File: config.mk
export PLATFORM = sky130hd
export DESIGN_NAME = uart_rx_param_flat
export DESIGN_NICKNAME = d
export VERILOG_FILES = /design/src/rtl/uart_rx_param_if.sv /design/src/rtl/uart_rx_param.sv /design/src/flat_wrapper.sv
export SDC_FILE = /design/constraint.sdc
export NUM_CORES = 1
export LEC_CHECK = 0
export CORE_MARGIN = 2
export CORE_UTILIZATION = 56
export CTS_BUF_LIST = sky130_fd_sc_hd__clkbuf_4 sky130_fd_sc_hd__clkbuf_8 sky130_fd_sc_hd__clkbuf_16
export DETAILED_ROUTE_END_ITERATION = 7
export PLACE_DENSITY = 0.77
export SYNTH_ARGS = -nofsm -noshare
export SYNTH_HDL_FRONTEND = slang
export SYNTH_SLANG_ARGS = --single-unit
File: constraint.sdc
create_clock -name clk -period 2.5 [get_ports clk]
set_input_delay 0.25 -clock clk [delete_from_list [all_inputs] [get_ports clk]]
set_output_delay 0.25 -clock clk [all_outputs]
set_load 0.01 [all_outputs]
File: src/rtl/uart_rx_param_if.sv
// Serial receive bundle: the async line in and the frame results out.
// The slave modport is the receiver's view; master is the consumer/driver side.
interface uart_rx_param_if #(
   parameter int DATA_BITS = 8
);
   logic                 recieverInput;
   logic [DATA_BITS-1:0] byteRecieved;
   logic                 done;
   logic                 parityError;
   logic                 framingError;
   logic                 busy;

   modport master (
      output recieverInput,
      input  byteRecieved, done, parityError, framingError, busy
   );

   modport slave (
      input  recieverInput,
      output byteRecieved, done, parityError, framingError, busy
   );
endinterface

File: src/rtl/uart_rx_param.sv
// Oversampling UART receiver: 2-flop synchroniser, mid-bit sampling, optional
// parity, 1 or 2 stop bits, one-cycle done/parity/framing pulses.
//
// state  | meaning
// IDLE   | waiting for a low line (only while armed)
// START  | counting to mid start bit to reject glitches
// DATA   | sampling DATA_BITS payload bits, LSB first
// PARITY | sampling the parity bit
// STOP   | sampling stop bits, then reporting the frame
module uart_rx_param #(
   parameter int DATA_BITS    = 8,
   parameter int CLKS_PER_BIT = 16,
   parameter int PARITY_EN    = 0,
   parameter int PARITY_ODD   = 0,
   parameter int STOP_BITS    = 1
) (
   input logic             clk,
   input logic             rst,
   uart_rx_param_if.slave  rxIf
);

   localparam int BAUD_W = $clog2(CLKS_PER_BIT);
   localparam int BIT_W  = $clog2(DATA_BITS + 1);

   localparam logic [BAUD_W-1:0] BAUD_HALF = BAUD_W'(CLKS_PER_BIT / 2 - 1);
   localparam logic [BAUD_W-1:0] BAUD_LAST = BAUD_W'(CLKS_PER_BIT - 1);
   localparam logic [BIT_W-1:0]  DATA_LAST = BIT_W'(DATA_BITS - 1);
   localparam logic [BIT_W-1:0]  STOP_LAST = BIT_W'(STOP_BITS - 1);
   localparam logic              PAR_ODD   = (PARITY_ODD != 0);
   localparam logic              PAR_EN    = (PARITY_EN != 0);

   typedef enum logic [2:0] {IDLE, START, DATA, PARITY, STOP} state_t;

   state_t               stateCounter;
   state_t               nextState;
   logic                 sync1;
   logic                 sync2;
   logic [BAUD_W-1:0]    baudCnt;
   logic [BIT_W-1:0]     bitCnt;
   logic [DATA_BITS-1:0] shiftReg;
   logic [DATA_BITS-1:0] byteReg;
   logic                 armed;
   logic                 parFail;
   logic                 frameFail;
   logic                 frameFailNext;
   logic                 doneReg;
   logic                 parErrReg;
   logic                 frmErrReg;
   logic                 midBit;
   logic                 halfBit;

   assign midBit  = (baudCnt == BAUD_LAST);
   assign halfBit = (baudCnt == BAUD_HALF);

   always_ff @(posedge clk) begin
      if (rst) begin
         stateCounter <= IDLE;
      end else begin
         stateCounter <= nextState;
      end
   end

   always_comb begin
      nextState     = stateCounter;
      frameFailNext = frameFail;
      case (stateCounter)
         IDLE: begin
            if (armed && !sync2) nextState = START;
         end
         START: begin
            if (halfBit) nextState = sync2 ? IDLE : DATA;
         end
         DATA: begin
            if (midBit && (bitCnt == DATA_LAST)) nextState = PAR_EN ? PARITY : STOP;
         end
         PARITY: begin
            if (midBit) nextState = STOP;
         end
         STOP: begin
            if (midBit) begin
               frameFailNext = frameFail | ~sync2;
               if (bitCnt == STOP_LAST) nextState = IDLE;
            end
         end
         default: nextState = IDLE;
      endcase
   end

   always_ff @(posedge clk) begin
      if (rst) begin
         sync1     <= 1'b1;
         sync2     <= 1'b1;
         baudCnt   <= '0;
         bitCnt    <= '0;
         shiftReg  <= '0;
         byteReg   <= '0;
         armed     <= 1'b1;
         parFail   <= 1'b0;
         frameFail <= 1'b0;
         doneReg   <= 1'b0;
         parErrReg <= 1'b0;
         frmErrReg <= 1'b0;
      end else begin
         sync1     <= rxIf.recieverInput;
         sync2     <= sync1;
         doneReg   <= 1'b0;
         parErrReg <= 1'b0;
         frmErrReg <= 1'b0;
         case (stateCounter)
            IDLE: begin
               baudCnt <= '0;
               if (sync2) armed <= 1'b1;
               if (armed && !sync2) begin
                  parFail   <= 1'b0;
                  frameFail <= 1'b0;
               end
            end
            START: begin
               if (halfBit) begin
                  baudCnt <= '0;
                  bitCnt  <= '0;
               end else begin
                  baudCnt <= baudCnt + BAUD_W'(1);
               end
            end
            DATA: begin
               if (midBit) begin
                  baudCnt  <= '0;
                  shiftReg <= {sync2, shiftReg[DATA_BITS-1:1]};
                  bitCnt   <= (bitCnt == DATA_LAST) ? '0 : bitCnt + BIT_W'(1);
               end else begin
                  baudCnt <= baudCnt + BAUD_W'(1);
               end
            end
            PARITY: begin
               if (midBit) begin
                  baudCnt <= '0;
                  parFail <= (^shiftReg) ^ sync2 ^ PAR_ODD;
               end else begin
                  baudCnt <= baudCnt + BAUD_W'(1);
               end
            end
            STOP: begin
               if (midBit) begin
                  baudCnt   <= '0;
                  frameFail <= frameFailNext;
                  bitCnt    <= bitCnt + BIT_W'(1);
                  if (bitCnt == STOP_LAST) begin
                     bitCnt    <= '0;
                     byteReg   <= shiftReg;
                     doneReg   <= ~(parFail | frameFailNext);
                     parErrReg <= parFail;
                     frmErrReg <= frameFailNext;
                     // a break must be seen released before the next frame can start
                     if (frameFailNext) armed <= 1'b0;
                  end
               end else begin
                  baudCnt <= baudCnt + BAUD_W'(1);
               end
            end
            default: baudCnt <= '0;
         endcase
      end
   end

   assign rxIf.byteRecieved = byteReg;
   assign rxIf.done         = doneReg;
   assign rxIf.parityError  = parErrReg;
   assign rxIf.framingError = frmErrReg;
   assign rxIf.busy         = (stateCounter != IDLE);

endmodule

File: src/flat_wrapper.sv
// flat-port wrapper written by rule: the top's interface ports become plain ports
module uart_rx_param_flat 
#(
   parameter int DATA_BITS    = 8,
   parameter int CLKS_PER_BIT = 16,
   parameter int PARITY_EN    = 0,
   parameter int PARITY_ODD   = 0,
   parameter int STOP_BITS    = 1
)
  (clk, rst, rxIf_recieverInput, rxIf_byteRecieved, rxIf_done, rxIf_parityError, rxIf_framingError, rxIf_busy);
  uart_rx_param_if #(.DATA_BITS(DATA_BITS)) rxIf_i ();
  input logic clk;
  input logic rst;
  input wire logic [$bits(rxIf_i.recieverInput)-1:0] rxIf_recieverInput;
  output wire logic [$bits(rxIf_i.byteRecieved)-1:0] rxIf_byteRecieved;
  output wire logic [$bits(rxIf_i.done)-1:0] rxIf_done;
  output wire logic [$bits(rxIf_i.parityError)-1:0] rxIf_parityError;
  output wire logic [$bits(rxIf_i.framingError)-1:0] rxIf_framingError;
  output wire logic [$bits(rxIf_i.busy)-1:0] rxIf_busy;
  assign rxIf_i.recieverInput = rxIf_recieverInput;
  assign rxIf_byteRecieved = rxIf_i.byteRecieved;
  assign rxIf_done = rxIf_i.done;
  assign rxIf_parityError = rxIf_i.parityError;
  assign rxIf_framingError = rxIf_i.framingError;
  assign rxIf_busy = rxIf_i.busy;
  uart_rx_param #(.DATA_BITS(DATA_BITS), .CLKS_PER_BIT(CLKS_PER_BIT), .PARITY_EN(PARITY_EN), .PARITY_ODD(PARITY_ODD), .STOP_BITS(STOP_BITS)) u_core (.clk(clk), .rst(rst), .rxIf(rxIf_i));
endmodule
Yosys cells after proc, flatten, opt, wreduce, memory -nomap -nowiden
Index checks and enable logic that the tools add are counted.
- equality and inequality tests: 16
- reductions and logical operators: 19
- bitwise operators: 8
- mux-type cells: 29
- add/sub/neg operators: 2
- operator list (cell ; number):
    $mux W4 ; 7
    $mux W3 ; 6
    $ne A2 B1 Y1 const B ; 9
    $pmux W3 S5 ; 1
    $pmux W4 S3 ; 1
    $mux W1 ; 9
    $reduce_and A3 Y1 ; 3
    $add A4 B1 Y4 const B ; 2
    $eq A4 B3 Y1 const B ; 2
    $pmux W4 S2 ; 1
    $reduce_xor A8 Y1 ; 1
    $eq A3 B2 Y1 const B ; 2
    $pmux W1 S2 ; 3
    $reduce_and A6 Y1 ; 1
    $reduce_bool A3 Y1 ; 2
    $not A1 Y1 ; 5
    $reduce_and A5 Y1 ; 1
    $eq A4 B4 Y1 const B ; 1
    $logic_not A4 Y1 ; 1
    $reduce_and A4 Y1 ; 1
    $reduce_bool A2 Y1 ; 2
    $reduce_or A4 Y1 ; 1
    $eq A3 B1 Y1 const B ; 1
    $eq A3 B3 Y1 const B ; 1
    8 further kinds ; 10
- bits of input ports: 3
- register bits: 35

Longest topological paths before layout
- depth after elaboration: 8
- mapped depth: 8
- gate-level depth less buffers: 7

Worst setup path before layout
OpenSTA, ideal clock, no wires.
- path type: register -> register
- start point: register u_core.bitCnt[0]
- end point: register u_core.stateCounter[0]
- cell stages (with the launch flop): 8
- setup time: 128 ps
- data arrival time: 1626 ps
- data required time: 2372 ps
- path slack: 746 ps
- cells stage by stage: dfxtp_1 inv_1 ha_1 or3b_4 a22oi_1 and3_1 mux2i_1 nor2_1
- cells in the longest elaborated chain, start to end: 4
- ends and longest elaborated chain (element ; line ; RTL):
    start, declared ; uart_rx_param.sv:39 ; logic [BIT_W-1:0] bitCnt;
    start signal, assigned ; uart_rx_param.sv:130 ; bitCnt <= (bitCnt == DATA_LAST) ? '0 : bitCnt + BIT_W'(1);
    start signal, assigned ; uart_rx_param.sv:147 ; bitCnt <= bitCnt + BIT_W'(1);
    $eq A4 B3 Y1 ; uart_rx_param.sv:74 ; if (midBit && (bitCnt == DATA_LAST)) nextState = PAR_EN ? PARITY : STOP;
    $logic_and A1 B1 Y1 ; uart_rx_param.sv:74 ;
    $ne A2 B1 Y1 (no line) ; n/a ;
    $reduce_and A6 Y1 (no line) * ; n/a ;
    end signal, assigned ; uart_rx_param.sv:59 ; stateCounter <= nextState;
    end, declared ; uart_rx_param.sv:34 ; state_t stateCounter;
Every way passes the cells marked *; elsewhere a longest branch is shown, timed or not.
A chain may end at the register's enable or synchronous reset.

Worst setup path after layout
- start point: register u_core.stateCounter[2]
- end point: output rxIf_busy
- cells in the longest elaborated chain, start to end: 1
- ends and longest elaborated chain (element ; line ; RTL):
    $reduce_bool A3 Y1 ; uart_rx_param.sv:170 ; assign rxIf.busy = (stateCounter != IDLE);
    end, declared ; flat_wrapper.sv:19 ; output wire logic [$bits(rxIf_i.busy)-1:0] rxIf_busy;
Every way passes these cells.

==> flow_summary.yaml <==
global_route:
  overflow: 0
  grt_first_pass_wirelength_mm: 5.35
  grt_start_max_net_pins: 27
  grt_pass1_vias: 1233
  antenna_found_initial: 0
  track_usage_pct: 21.3
finish:
  syn_to_final_growth_pct: 12.2
  final_cell_mix: "35 x dfxtp_1, 23 x a21oi_1, 22 x nand2_1, 20 x nand3_1, 14 x clkdlybuf4s50_1"
  final_common_cell: "dfxtp_1"
  final_cells: 229
  drive_gt1_share_pct: 11.6
  antennaDiodeCount: 0
  fin_util_pct: 66.2
  final_area_sq_um: 1830
  layout.nets: 203
power_and_ir_drop:
  seq_power_share_pct: 50.6
  p_clk_share_pct: 23.8
  p_int_mw: 0.876
  p_comb_share_pct: 25.6
  total_power_mw: 1.30
  netSwitchingPower_mw: 0.426
  ir_drop_mv: 0.495
  switching_share_pct: 32.7
  p_per_area_nw_per_um2: 713
  leakagePower_nw: 0.627
sta:
  worstMarginPinSlew_ps: 525
  fin_skew_ps: 10.6
  fmax_mhz: 480
  setup_viol: 0
  finalHoldViolCount: 0
  slew_violations: 0
  setup-tns-final_ps: 0
  min_period_ps: 2090
  post-route-period-util_pct: 83.4
  slew_headroom_pct: 64.9
  rsz0062_at_grt: "no"
detailed_routing:
  ant_nets: 0
  viasPerCell: 5.69
  vias: 1303
  wl_mm: 3.06
  drt-wirelength-per-cell_um: 13.3
  drcViolationCount: 0
  drt_iter0_drc: 28
  first_pass_iters: 4
synthesis:
  synthArstFlopShare_pct: 0
  ys_seq_elements: 35
  synthDominantCellAreaShare_pct: 43.1
  ys_seq_area_share_pct: 43.1
  avgSynthCellArea_sq_um: 8.84
  syn_inst: 184
  post_synth_num_cell_types: 40
  synthTopCellsByArea: "dfxtp_1 43%, a21oi_1 7.1%, nand3_1 6.2%"
  synth_area_leader_cell: "dfxtp_1"
  yosysWarnings: 0
  synth_ff_type: "dfxtp_1"
  synth_area_sq_um: 1630
  synth_edf_count: 0
  syn_nets: 190
die:
  fp.coreArea_sq_um: 2760
  rows: 19
  die_x_um: 57.9
  start_util_pct: 59.0
  fp.dieH_um: 57.9
  io_pins: 15
  dieArea_sq_um: 3350
clocking:
  cts.path.max_buffers: 2
  htree_levels: 2
  cts_made_buffers: 5
  clock_latency_ps: 340
  cts_hold_buf: 0
  post_cts_buffers: 0
  clock-sinks: 35
  cts_resized: 0
  cts.clk_slew.worst_paths_ps: 100
  cts_root_buf: "clkbuf_4"
  cts_tree: "built"
worst_setup_path:
  r2r_end: "u_core.stateCounter[0]"
  worstPathArrival_ps: 1840
  crit_path_max_incr_delay_ps: 480
  cpMaxStageDelayCell: "clkdlybuf4s50_1"
  crit_type: "reg -> out"
  end_kind: "output pin"
  rr_worst_depth: 7
  crit_family: "buffers and inverters"
  cp_max_fo: 14
  crit_required_ps: 2250
  worst-r2r-setup-slack_ps: 560
  crit_chain: "nor3_2 -> inv_1 -> clkdlybuf4s50_1"
  worst-path-buf-inv: 2
  cp-start-kind: "flop"
  r2r_start: "u_core.bitCnt[0]"
flow_run:
  maxCapViolCount: 0
worst_hold_path:
  worstHoldPathType: "reg -> reg"
  holdPathStages: 1
  min_delay_worst_endpoint: "u_core.sync2"
  hp-start: "u_core.sync1"
placed_design:
  io_buffers: 14
  dp_hpwl_mm: 2.11
  gp_congestion: 0.778
  place_area_sq_um: 1770
  placedCellCount: 221
outcome:
  status: "complete, no violations"
-- worst register-to-register path, stage by stage, from the launching register on --
cell and delay, ps:
dfxtp_1 360, inv_1 70, ha_1 140, or3b_4 390, a22oi_1 340, and3_1 290
mux2i_1 210, nor2_1 50
-- per-layer routing --
| metal | vias up | part of all wire (%) | global-route usage [%] |
|---|---|---|---|
| met3 | 5 | 4.6 | 6.03 |
| met4 | 0 | 1.8 | 13.0 |
| met1 | 604 | 46 | 25.8 |
| met5 | - | 0 | 0 |
| met2 | 24 | 47 | 33.4 |
| li1 | 670 | - | - |
-- sequential cells by signal (all words and copies together) (netlist names) --
| name | cells |
|---|---|
| u_core.rxIf.done | 1 |
| u_core.bitCnt | 4 |
| u_core.baudCnt | 4 |
| u_core.rxIf.byteRecieved | 8 |
| u_core.stateCounter | 3 |
| u_core.shiftReg | 8 |
| u_core.parFail | 1 |
| u_core.rxIf.parityError | 1 |
| u_core.armed | 1 |
| u_core.sync1 | 1 |
| u_core.rxIf.framingError | 1 |
| u_core.sync2 | 1 |
| u_core.frameFail | 1 |
-- kinds of logic after synthesis --
group                      share of synthesized area, %
and+or+nand+nor                                    29.0
xor gates and xnor gates                           6.23
DFF                                                43.1
adders and majority gates                          2.31
buffers and inverters                              5.08
muxes                                              1.23
AOI/OAI and AO/OA                                  13.1
-- synth_stat cells (all sizes together) (3+ instances only) --
cell type,instances
nor4b,3
nor2b,5
inv,4
dfxtp,35
nor3,3
clkbuf,6
nor2,9
nand3,20
o21ai,7
xnor2,7
nor3b,4
buf,6
a21oi,24
ha,3
nand2,22
-- worst max-delay path by stage --
stage,start,end,depth (start not counted)
after floorplan,u_core.bitCnt[0],u_core.stateCounter[0],7
after global placement,u_core.bitCnt[0],u_core.frameFail,7
after detailed placement,u_core.bitCnt[0],u_core.stateCounter[0],7
after CTS,u_core.stateCounter[2],rxIf_busy,3
after global routing,u_core.stateCounter[2],rxIf_busy,3
final,u_core.stateCounter[2],rxIf_busy,3
-- final cells by class --
class / count / area [sq um]
Timing Repair Buffer: 18 / 170
Clock buffer: 7 / 52.6
Sequential cell: 35 / 701
Clock inverter: 1 / 5.00
Multi-Input combinational cell: 133 / 843
Inverter: 4 / 15.0
Fill cell: 224 / 932
Tap cell: 31 / 38.8
-- metrics by stage --
step / worst slack [ps] / hold WS (ps)
after global placement: 656 / 405
after detailed placement: 565 / 393
after global routing: 238 / 453
after floorplan: 746 / 354
final: 415 / 417
after CTS: 421 / 420
-- power groups by stage --
stage / clock network [mW] / logic [mW] / registers, mW
2_1_floorplan: 0 / 0.323 / 0.614
3_3_place_gp: 0 / 0.322 / 0.666
3_5_place_dp: 0 / 0.332 / 0.670
4_1_cts: 0.317 / 0.333 / 0.657
5_1_grt: 0.346 / 0.383 / 0.665
6_report: 0.310 / 0.333 / 0.659
(Power assumes the default switching activity.)
